$ cat config.mk
export PLATFORM = sky130hd
export DESIGN_NAME = forwarding_hazard_unit_flat
export DESIGN_NICKNAME = d
export VERILOG_FILES = /design/src/rtl/forwarding_hazard_unit_pkg.sv /design/src/rtl/forwarding_hazard_unit_if.sv /design/src/rtl/forwarding_hazard_unit_fwd_select.sv /design/src/rtl/forwarding_hazard_unit.sv /design/src/flat_wrapper.sv
export SDC_FILE = /design/constraint.sdc
export NUM_CORES = 1
export LEC_CHECK = 0
export CAP_MARGIN = 20
export CORE_MARGIN = 2
export CORE_UTILIZATION = 46
export DETAILED_ROUTE_END_ITERATION = 16
export GPL_TIMING_DRIVEN = 1
export PLACE_DENSITY = 0.84
export SKIP_LAST_GASP = 1
export SLEW_MARGIN = 10
export SYNTH_ARGS = -nofsm -noshare
export SYNTH_HDL_FRONTEND = slang
export SYNTH_SLANG_ARGS = --single-unit
$ cat constraint.sdc
create_clock -name CLOCK -period 1.85 [get_ports CLOCK]
set_input_delay 0.37 -clock CLOCK [delete_from_list [all_inputs] [get_ports CLOCK]]
set_output_delay 0.37 -clock CLOCK [all_outputs]
set_load 0.1 [all_outputs]
$ cat src/rtl/forwarding_hazard_unit_pkg.sv
// Shared types and constants for the EX-stage forwarding / load-use hazard unit.
package forwarding_hazard_unit_pkg;

    localparam int REG_BITS = 5;
    localparam logic [REG_BITS-1:0] ZERO_REG = 5'd31;

    // ALU operand mux selects
    localparam logic [1:0] FWD_REG   = 2'b00;
    localparam logic [1:0] FWD_MEMWB = 2'b01;
    localparam logic [1:0] FWD_EXMEM = 2'b10;

    // Full tag of the instruction sitting in ID/EX
    typedef struct packed {
        logic [REG_BITS-1:0] rn;
        logic [REG_BITS-1:0] rm;
        logic                rm_used;
        logic [REG_BITS-1:0] rd;
        logic                regwrite;
        logic                memread;
    } tag_t;

    // Producer tag in EX/MEM and MEM/WB: only the destination matters there
    typedef struct packed {
        logic [REG_BITS-1:0] rd;
        logic                regwrite;
    } prod_t;

    localparam tag_t TAG_BUBBLE = '{rn: 5'd0, rm: 5'd0, rm_used: 1'b0,
                                    rd: 5'd0, regwrite: 1'b0, memread: 1'b0};

    localparam prod_t PROD_BUBBLE = '{rd: 5'd0, regwrite: 1'b0};

    // Strip an ID/EX tag down to its producer view
    function automatic prod_t to_prod(input tag_t t);
        prod_t p;
        p.rd       = t.rd;
        p.regwrite = t.regwrite;
        return p;
    endfunction

endpackage

$ cat src/rtl/forwarding_hazard_unit_if.sv
// Decode-side inputs and hazard outputs of the forwarding unit.
interface forwarding_hazard_unit_if
    import forwarding_hazard_unit_pkg::*;
#(
    parameter int CNT_WIDTH = 16
);
    logic [REG_BITS-1:0]  ID_Rn;
    logic [REG_BITS-1:0]  ID_Rm;
    logic [REG_BITS-1:0]  ID_Rd;
    logic                 ID_RegWrite;
    logic                 ID_MemRead;
    logic                 ID_UsesRm;
    logic                 Flush;
    logic [1:0]           ForwardA;
    logic [1:0]           ForwardB;
    logic                 Stall;
    logic [CNT_WIDTH-1:0] StallCount;

    // Pipeline / decode side
    modport master (
        output ID_Rn, ID_Rm, ID_Rd, ID_RegWrite, ID_MemRead, ID_UsesRm, Flush,
        input  ForwardA, ForwardB, Stall, StallCount
    );

    // Hazard unit side
    modport slave (
        input  ID_Rn, ID_Rm, ID_Rd, ID_RegWrite, ID_MemRead, ID_UsesRm, Flush,
        output ForwardA, ForwardB, Stall, StallCount
    );
endinterface

$ cat src/rtl/forwarding_hazard_unit_fwd_select.sv
// One operand's forward select: EX/MEM producer beats MEM/WB, XZR never forwards.
module fwd_select
    import forwarding_hazard_unit_pkg::*;
(
    input  logic [REG_BITS-1:0] src_i,
    input  logic                src_used_i,
    input  prod_t               exmem_i,
    input  prod_t               memwb_i,
    output logic [1:0]          sel_o
);

    // Priority compare against the two in-flight producers
    always_comb begin
        sel_o = FWD_REG;
        if (!src_used_i) begin
            sel_o = FWD_REG;
        end else if (exmem_i.regwrite && (exmem_i.rd == src_i) && (exmem_i.rd != ZERO_REG)) begin
            sel_o = FWD_EXMEM;
        end else if (memwb_i.regwrite && (memwb_i.rd == src_i) && (memwb_i.rd != ZERO_REG)) begin
            sel_o = FWD_MEMWB;
        end else begin
            sel_o = FWD_REG;
        end
    end

endmodule

$ cat src/rtl/forwarding_hazard_unit.sv
// Shadow tag pipeline driving ALU forward selects and the load-use stall.
module forwarding_hazard_unit
    import forwarding_hazard_unit_pkg::*;
#(
    parameter int CNT_WIDTH = 16
)(
    input  logic                      CLOCK,
    input  logic                      RESET_n,
    forwarding_hazard_unit_if.slave   bus
);

    localparam logic [CNT_WIDTH-1:0] CNT_MAX = {CNT_WIDTH{1'b1}};
    localparam logic [CNT_WIDTH-1:0] CNT_ONE = {{(CNT_WIDTH-1){1'b0}}, 1'b1};

    tag_t                 idex_q,  idex_d;
    prod_t                exmem_q, exmem_d;
    prod_t                memwb_q, memwb_d;
    logic [CNT_WIDTH-1:0] cnt_q,   cnt_d;
    logic                 stall_s;
    logic [1:0]           fwd_a_s;
    logic [1:0]           fwd_b_s;
    tag_t                 decode_s;

    // Load in ID/EX whose destination is read by the instruction in decode; a flush kills it
    always_comb begin
        stall_s = 1'b0;
        if (bus.Flush) begin
            stall_s = 1'b0;
        end else if (idex_q.memread && (idex_q.rd != ZERO_REG) &&
                     ((idex_q.rd == bus.ID_Rn) ||
                      (bus.ID_UsesRm && (idex_q.rd == bus.ID_Rm)))) begin
            stall_s = 1'b1;
        end else begin
            stall_s = 1'b0;
        end
    end

    // Next-state of the tag pipeline and the saturating stall counter
    always_comb begin
        decode_s.rn       = bus.ID_Rn;
        decode_s.rm       = bus.ID_Rm;
        decode_s.rm_used  = bus.ID_UsesRm;
        decode_s.rd       = bus.ID_Rd;
        decode_s.regwrite = bus.ID_RegWrite;
        decode_s.memread  = bus.ID_MemRead;

        exmem_d = to_prod(idex_q);
        memwb_d = exmem_q;

        if (bus.Flush || stall_s) begin
            idex_d = TAG_BUBBLE;
        end else begin
            idex_d = decode_s;
        end

        if (stall_s && (cnt_q != CNT_MAX)) begin
            cnt_d = cnt_q + CNT_ONE;
        end else begin
            cnt_d = cnt_q;
        end
    end

    // State registers with synchronous active-low reset
    always_ff @(posedge CLOCK) begin
        if (!RESET_n) begin
            idex_q  <= TAG_BUBBLE;
            exmem_q <= PROD_BUBBLE;
            memwb_q <= PROD_BUBBLE;
            cnt_q   <= {CNT_WIDTH{1'b0}};
        end else begin
            idex_q  <= idex_d;
            exmem_q <= exmem_d;
            memwb_q <= memwb_d;
            cnt_q   <= cnt_d;
        end
    end

    fwd_select u_fwd_a (
        .src_i      (idex_q.rn),
        .src_used_i (1'b1),
        .exmem_i    (exmem_q),
        .memwb_i    (memwb_q),
        .sel_o      (fwd_a_s)
    );

    fwd_select u_fwd_b (
        .src_i      (idex_q.rm),
        .src_used_i (idex_q.rm_used),
        .exmem_i    (exmem_q),
        .memwb_i    (memwb_q),
        .sel_o      (fwd_b_s)
    );

    assign bus.ForwardA   = fwd_a_s;
    assign bus.ForwardB   = fwd_b_s;
    assign bus.Stall      = stall_s;
    assign bus.StallCount = cnt_q;

endmodule

$ cat src/flat_wrapper.sv
// flat-port wrapper written by rule: the top's interface ports become plain ports
module forwarding_hazard_unit_flat import forwarding_hazard_unit_pkg::*;
#(
    parameter int CNT_WIDTH = 16
)
  (CLOCK, RESET_n, bus_ID_Rn, bus_ID_Rm, bus_ID_Rd, bus_ID_RegWrite, bus_ID_MemRead, bus_ID_UsesRm, bus_Flush, bus_ForwardA, bus_ForwardB, bus_Stall, bus_StallCount);
  forwarding_hazard_unit_if #(.CNT_WIDTH(CNT_WIDTH)) bus_i ();
  input  logic CLOCK;
  input  logic RESET_n;
  input wire logic [$bits(bus_i.ID_Rn)-1:0] bus_ID_Rn;
  input wire logic [$bits(bus_i.ID_Rm)-1:0] bus_ID_Rm;
  input wire logic [$bits(bus_i.ID_Rd)-1:0] bus_ID_Rd;
  input wire logic [$bits(bus_i.ID_RegWrite)-1:0] bus_ID_RegWrite;
  input wire logic [$bits(bus_i.ID_MemRead)-1:0] bus_ID_MemRead;
  input wire logic [$bits(bus_i.ID_UsesRm)-1:0] bus_ID_UsesRm;
  input wire logic [$bits(bus_i.Flush)-1:0] bus_Flush;
  output wire logic [$bits(bus_i.ForwardA)-1:0] bus_ForwardA;
  output wire logic [$bits(bus_i.ForwardB)-1:0] bus_ForwardB;
  output wire logic [$bits(bus_i.Stall)-1:0] bus_Stall;
  output wire logic [$bits(bus_i.StallCount)-1:0] bus_StallCount;
  assign bus_i.ID_Rn = bus_ID_Rn;
  assign bus_i.ID_Rm = bus_ID_Rm;
  assign bus_i.ID_Rd = bus_ID_Rd;
  assign bus_i.ID_RegWrite = bus_ID_RegWrite;
  assign bus_i.ID_MemRead = bus_ID_MemRead;
  assign bus_i.ID_UsesRm = bus_ID_UsesRm;
  assign bus_i.Flush = bus_Flush;
  assign bus_ForwardA = bus_i.ForwardA;
  assign bus_ForwardB = bus_i.ForwardB;
  assign bus_Stall = bus_i.Stall;
  assign bus_StallCount = bus_i.StallCount;
  forwarding_hazard_unit #(.CNT_WIDTH(CNT_WIDTH)) u_core (.CLOCK(CLOCK), .RESET_n(RESET_n), .bus(bus_i));
endmodule
# Word-level counts from Yosys, hierarchy flattened
# Cells that the tools add are included.
dict set report word_totals {
  ff_bits 46
  output_inout_bits 21
}
dict set report op_classes {
  addsub 1
  eq_ne 10
  mux 7
  n_bitwise 1
  n_reduce_logical 15
}
# op n
set ops {}
lappend ops {{5-bit equality test} 6}
lappend ops {{16-bit by 1-bit adder with 16-bit output, second input constant} 1}
lappend ops {{16-bit != test, second input constant} 1}
lappend ops {{5-bit != test, second input constant} 3}
lappend ops {{1-bit logical AND} 12}
lappend ops {{2-bit 2-to-1 mux} 3}
lappend ops {{1-bit 2-to-1 mux} 4}
lappend ops {{1-bit logical OR} 2}
lappend ops {{2-bit OR reduction} 1}
lappend ops {{1-bit inverter} 1}

# Logic depth before layout (Yosys ltp)
dict set report logic_depth {
  ltp_word 8
  depth_mapped 7
  depth_no_buf 6
}

# Modules after synthesis
# From an unflattened synthesis, not the netlist that was laid out.
dict set report hier_totals {
  cells_unflattened 234
  hier_area_um2 2177.1
}
# mod n_inst cells_each area_each_um2
set modules_own_cells {}
lappend modules_own_cells {forwarding_hazard_unit 1 192 1861.8}
lappend modules_own_cells {fwd_select 2 21 157.7}

# Worst setup path before layout
# No wires, ideal clock.
dict set report synth_path {
  path_type {register to output}
  startpoint {register u_core.exmem_q[5] (netlist bit)}
  endpoint {output bus_ForwardA[0]}
  arrival_time_ps 5560
  required_time_ps 1480
  setup_slack_ps -4080
  path_stages_with_launch 5
  n_path_buf 0
  path_cell_list {dfxtp_1 > xnor2_1 > nand3_1 > nor4_1 > nor4_1}
}
dict set report synth_between {
  elab_chain_cells 4
  elab_cells_between_ends 5
}
# element line_no
set synth_lines {}
lappend synth_lines {{start, declared} forwarding_hazard_unit.sv:16} ;# prod_t exmem_q, exmem_d;
lappend synth_lines {{start signal, assigned} forwarding_hazard_unit.sv:72} ;# exmem_q <= exmem_d;
lappend synth_lines {{5-bit equality test} forwarding_hazard_unit_fwd_select.sv:17} ;# end else if (exmem_i.regwrite && (exmem_i.rd == src_i) && (exmem_i.rd != ZERO_REG)) begin
lappend synth_lines {{1-bit logical AND} forwarding_hazard_unit_fwd_select.sv:17}
lappend synth_lines {{1-bit logical AND (*)} forwarding_hazard_unit_fwd_select.sv:17}
lappend synth_lines {{2-bit 2-to-1 mux (*)} forwarding_hazard_unit_fwd_select.sv:17}
lappend synth_lines {{end, declared} flat_wrapper.sv:17} ;# output wire logic [$bits(bus_i.ForwardA)-1:0] bus_ForwardA;
# Every way passes the cells marked *; elsewhere a longest branch is shown, timed or not.

# Final worst setup path
dict set report layout_path {
  startpoint {register u_core.idex_q[14] (netlist bit)}
  endpoint {output bus_ForwardA[0]}
}
dict set report layout_between {
  elab_chain_cells 5
  elab_cells_between_ends 8
}
# element line_no
set layout_lines {}
lappend layout_lines {{start, declared} forwarding_hazard_unit.sv:15} ;# tag_t idex_q, idex_d;
lappend layout_lines {{start signal, assigned} forwarding_hazard_unit.sv:71} ;# idex_q <= idex_d;
lappend layout_lines {{5-bit equality test} forwarding_hazard_unit_fwd_select.sv:19} ;# end else if (memwb_i.regwrite && (memwb_i.rd == src_i) && (memwb_i.rd != ZERO_REG)) begin
lappend layout_lines {{1-bit logical AND (2 in a row)} forwarding_hazard_unit_fwd_select.sv:19}
lappend layout_lines {{1-bit 2-to-1 mux} forwarding_hazard_unit_fwd_select.sv:19}
lappend layout_lines {{2-bit 2-to-1 mux (*)} forwarding_hazard_unit_fwd_select.sv:17}
# Marked as above.

==> metrics.md <==
| Metric | Value |
|---|---|
| Post-DP HPWL | 3790 µm |
| Register area share after synthesis | a little over two fifths |
| GPL Wtd Cong | approximately 0.86 |
| Peak VDD IR | 509 µV |
| Die area | just over 5000 µm² |
| Most common cell in the netlist | dfxtp_1 |
| Reg power frac | 51.2% |
| Worst path cell trace | xor2_1 -> or4_1 -> nor4_1 -> buf_4 -> buf_12 |
| Hold Vio Cnt, Final | 0 |
| Cell Area, Synth | between 2000 and 2500 µm² |
| Initial antenna violation count | 0 |
| Combinational share of power | between 10% and 20% |
| Critical Path RT | between 1 and 1.5 ns |
| Worst path slowest cell | or4_1 |
| Die Span Y | around 70 µm |
| Setup CP Type | reg2out |
| Net Sw Frac | between 20% and 30% |
| Worst relative slew slack | roughly four fifths |
| Met3 routed WL | a little over 500 µm |
| R2r setup slk | -0.23 ns |
| Endpoints failing setup | 14 |
| Avg Cell Area, Syn | approximately 9.2 µm² |
| Total gr overflow | 0 |
| Clock Latency Late Sink | slightly above 0.3 ns |
| Global-route wire length before repair | approximately 11000 µm |
| Pwr dens | around 520 nW/µm² |
| Maxcap violations | 0 |
| CP max stage delay | around 0.52 ns |
| Port Buffers | 41 |
| Post-synth EDFFs | 0 |
| Status | finished, violations left |
| Pleak | 1.53 nW |
| Crit path buffers/inverters | 2 |
| Switching power | between 0.5 and 0.6 mW |
| Critical path fanouts, max | 2 |
| Via count | around 2300 |
| TritonCTS clock tree | done |
| Cts hold-fix bufs | 0 |
| Max Buffers Root-to-Sink | 2 |
| Slew Viols, Final | 0 |
| Global Route Usage Sum | 26.3% |
| RSZ-0062 raised after global routing | yes |
| Yosys top cell by area | dfxtp_1 |
| Pre-CTS setup slack | -0.456 ns |
| Clk root buf | clkbuf_8 |
| Max Fclk | ~440 MHz |
| Slew @ Worst Pin | around 0.32 ns |
| Share of layout cells above drive strength 1 | around 53% |
| CTS Buf Count | 5 |
| Sinks on Clock Net | between 40 and 50 |
| Site Rows | 24 |
| Vias in the first global route | 2187 |
| Worst Setup Start Kind | flop |
| First-pass detailed-route iteration total | 6 |
| CTS clk-pin slew, worst paths | approximately 0.09 ns |
| Synth top area share | between 40% and 50% |
| Starting Density | between 40% and 50% |
| Largest net degree at the start of global routing | 25 |
| WL met1 | 3080 µm |
| Netlist cell types | 34 |
| Failing checks | setup timing |
| Core ar. | around 4400 µm² |
| Number of synthesized register bits | 46 |
| Die W | between 70 and 80 µm |
| Nets | 339 |
| Largest cells by area after synthesis | dfxtp_1 (44%), and2_1 (9.2%), xor2_1 (7.1%) |
| Setup ws final | -0.420 ns |
| Clock Skew | approximately 0.0071 ns |
| Detail Route Antenna Nets | 0 |
| Vias per inst | about 6.2 |
| Hold crit path type | in2reg |
| CP arrival | 1.90 ns |
| DRC Markers | 0 |
| Min cycle time layout | 2.27 ns |
| Clk pwr share | between 30% and 40% |
| Worst setup EP type | output port |
| Highest metal used | met4 |
| Io pins | 42 |
| Layout fillers | 190 |
| Met2 WL | ~3900 µm |
| Hold_ws | roughly 0.37 ns |
| FFs w/ async S/R, synth | 0% |
| Final WL | 7940 µm |
| Pwr Total | about 2.0 mW |
| Crit-path leading delay family | simple AND/OR/NAND/NOR gates |
| Post-synth top cells | dfxtp_1 (46), and2_1 (31), nand2_1 (19), xor2_1 (17), xnor2_1 (13) |
| Ys Warns | 0 |
| Primary FF master, synth | dfxtp_1 |
| H-Tree Depth | 2 |
| DRT iter0 DRCs | 129 |
| WL/cell | 21.5 µm |
| Layout Area Growth over Synthesis | 79.9% |
| Antenna cells | 0 |
| Synth Instances | 229 |
| P_int | 1.48 mW |
| Mapped Nets | roughly 250 |
| Tcrit/Tclk final | 123% |
==> cells in the final DEF, fill, tap and decap left out, types with 4 or more instances in the layout <==
cell type,instances
a21oi_2,8
and2_1,30
buf_12,24
buf_4,37
buf_6,4
clkbuf_8,5
clkdlybuf4s50_1,9
dfxtp_1,15
dfxtp_2,11
dfxtp_4,20
dlygate4sd2_1,9
mux2i_1,5
nand2_1,17
nand2b_1,4
nand3_1,7
nand3_2,4
o21ai_0,4
or4_4,6
xnor2_1,5
xnor2_2,8
xor2_1,15
==> final timing paths <==
| kind | start | to | cells after the start |
|---|---|---|---|
| worst max register to register | u_core.bus.StallCount[0]$_SDFFE_PN0P_ | u_core.bus.StallCount[14]$_SDFFE_PN0P_ | 7 |
| worst min-delay path | bus_ID_Rm[3] | u_core.idex_q[11]$_SDFF_PP0_ | 2 |
| worst max-delay path | u_core.idex_q[14]$_SDFF_PP0_ | bus_ForwardA[0] | 5 |
| worst min register to register | u_core.exmem_d[0]$_SDFF_PP0_ | u_core.exmem_q[0]$_SDFF_PN0_ | 1 |
==> cell type report <==
cell class / count / area (µm²) / share of cell area [%]
clock inverters: 1 / 6.26 / 0.166
flip-flops and latches: 46 / 1010 / 26.7
multi-input cells: 174 / 1520 / 40.3
inverters: 2 / 7.51 / 0.199
well taps: 52 / 65.1 / 1.72
clock buffers: 7 / 97.6 / 2.58
repair buffers: 88 / 1070 / 28.4
==> power groups by stage <==
stage               Clock, mW  Sequential (mW)  Combinational, mW
floorplan                   0             1.03             0.0979
global placement            0             1.04              0.190
detailed placement          0             1.04              0.194
CTS                     0.692             1.01              0.233
global route            0.750             1.02              0.280
finish                  0.698             1.02              0.268
==> per-layer routing <==
layer  GRT usage (%)  up-vias
met5               0        -
met4            11.7        0
met3            5.91       37
met2            43.8      141
met1            32.4     1124
li1                -      985
==> flip-flops by register name (all words and copies together), names as in the netlist <==
name                   cells
u_core.bus.StallCount     16
u_core.idex_q             12
u_core.exmem_q             6
u_core.exmem_d             6
u_core.memwb_q             6
==> timing repair <==
action / 4_1_cts / 5_1_grt
pin swaps: 35 / 19
resized for setup: 61 / 35
buffers inserted: 4 / 14
cloned: 2 / 0
endpoints found under the setup margin: 17 / 38
==> cells by family after synthesis <==
group	count (synthesis)	synth area share, %
AND/OR/NAND/NOR	110	30.7
flip-flops	46	43.8
XOR/XNOR	30	12.5
AO/OA/AOI/OAI	28	8.40
buffers and inverters	9	1.61
multiplexers	5	2.38
adder cells (fa/ha/maj)	1	0.595
==> per-stage QoR <==
step	std cells	utilization, %	instance area [µm²]	TNS (ns)
6_report	370	86.2	3780	-2.41
5_1_grt	370	86.2	3780	-3.57
4_1_cts	357	80.4	3530	-2.31
3_5_place_dp	343	71.0	3110	-9.41
3_3_place_gp	343	71.0	3110	-7.55
2_1_floorplan	229	-	2220	-4.15
Power figures use the tool's default switching activity.
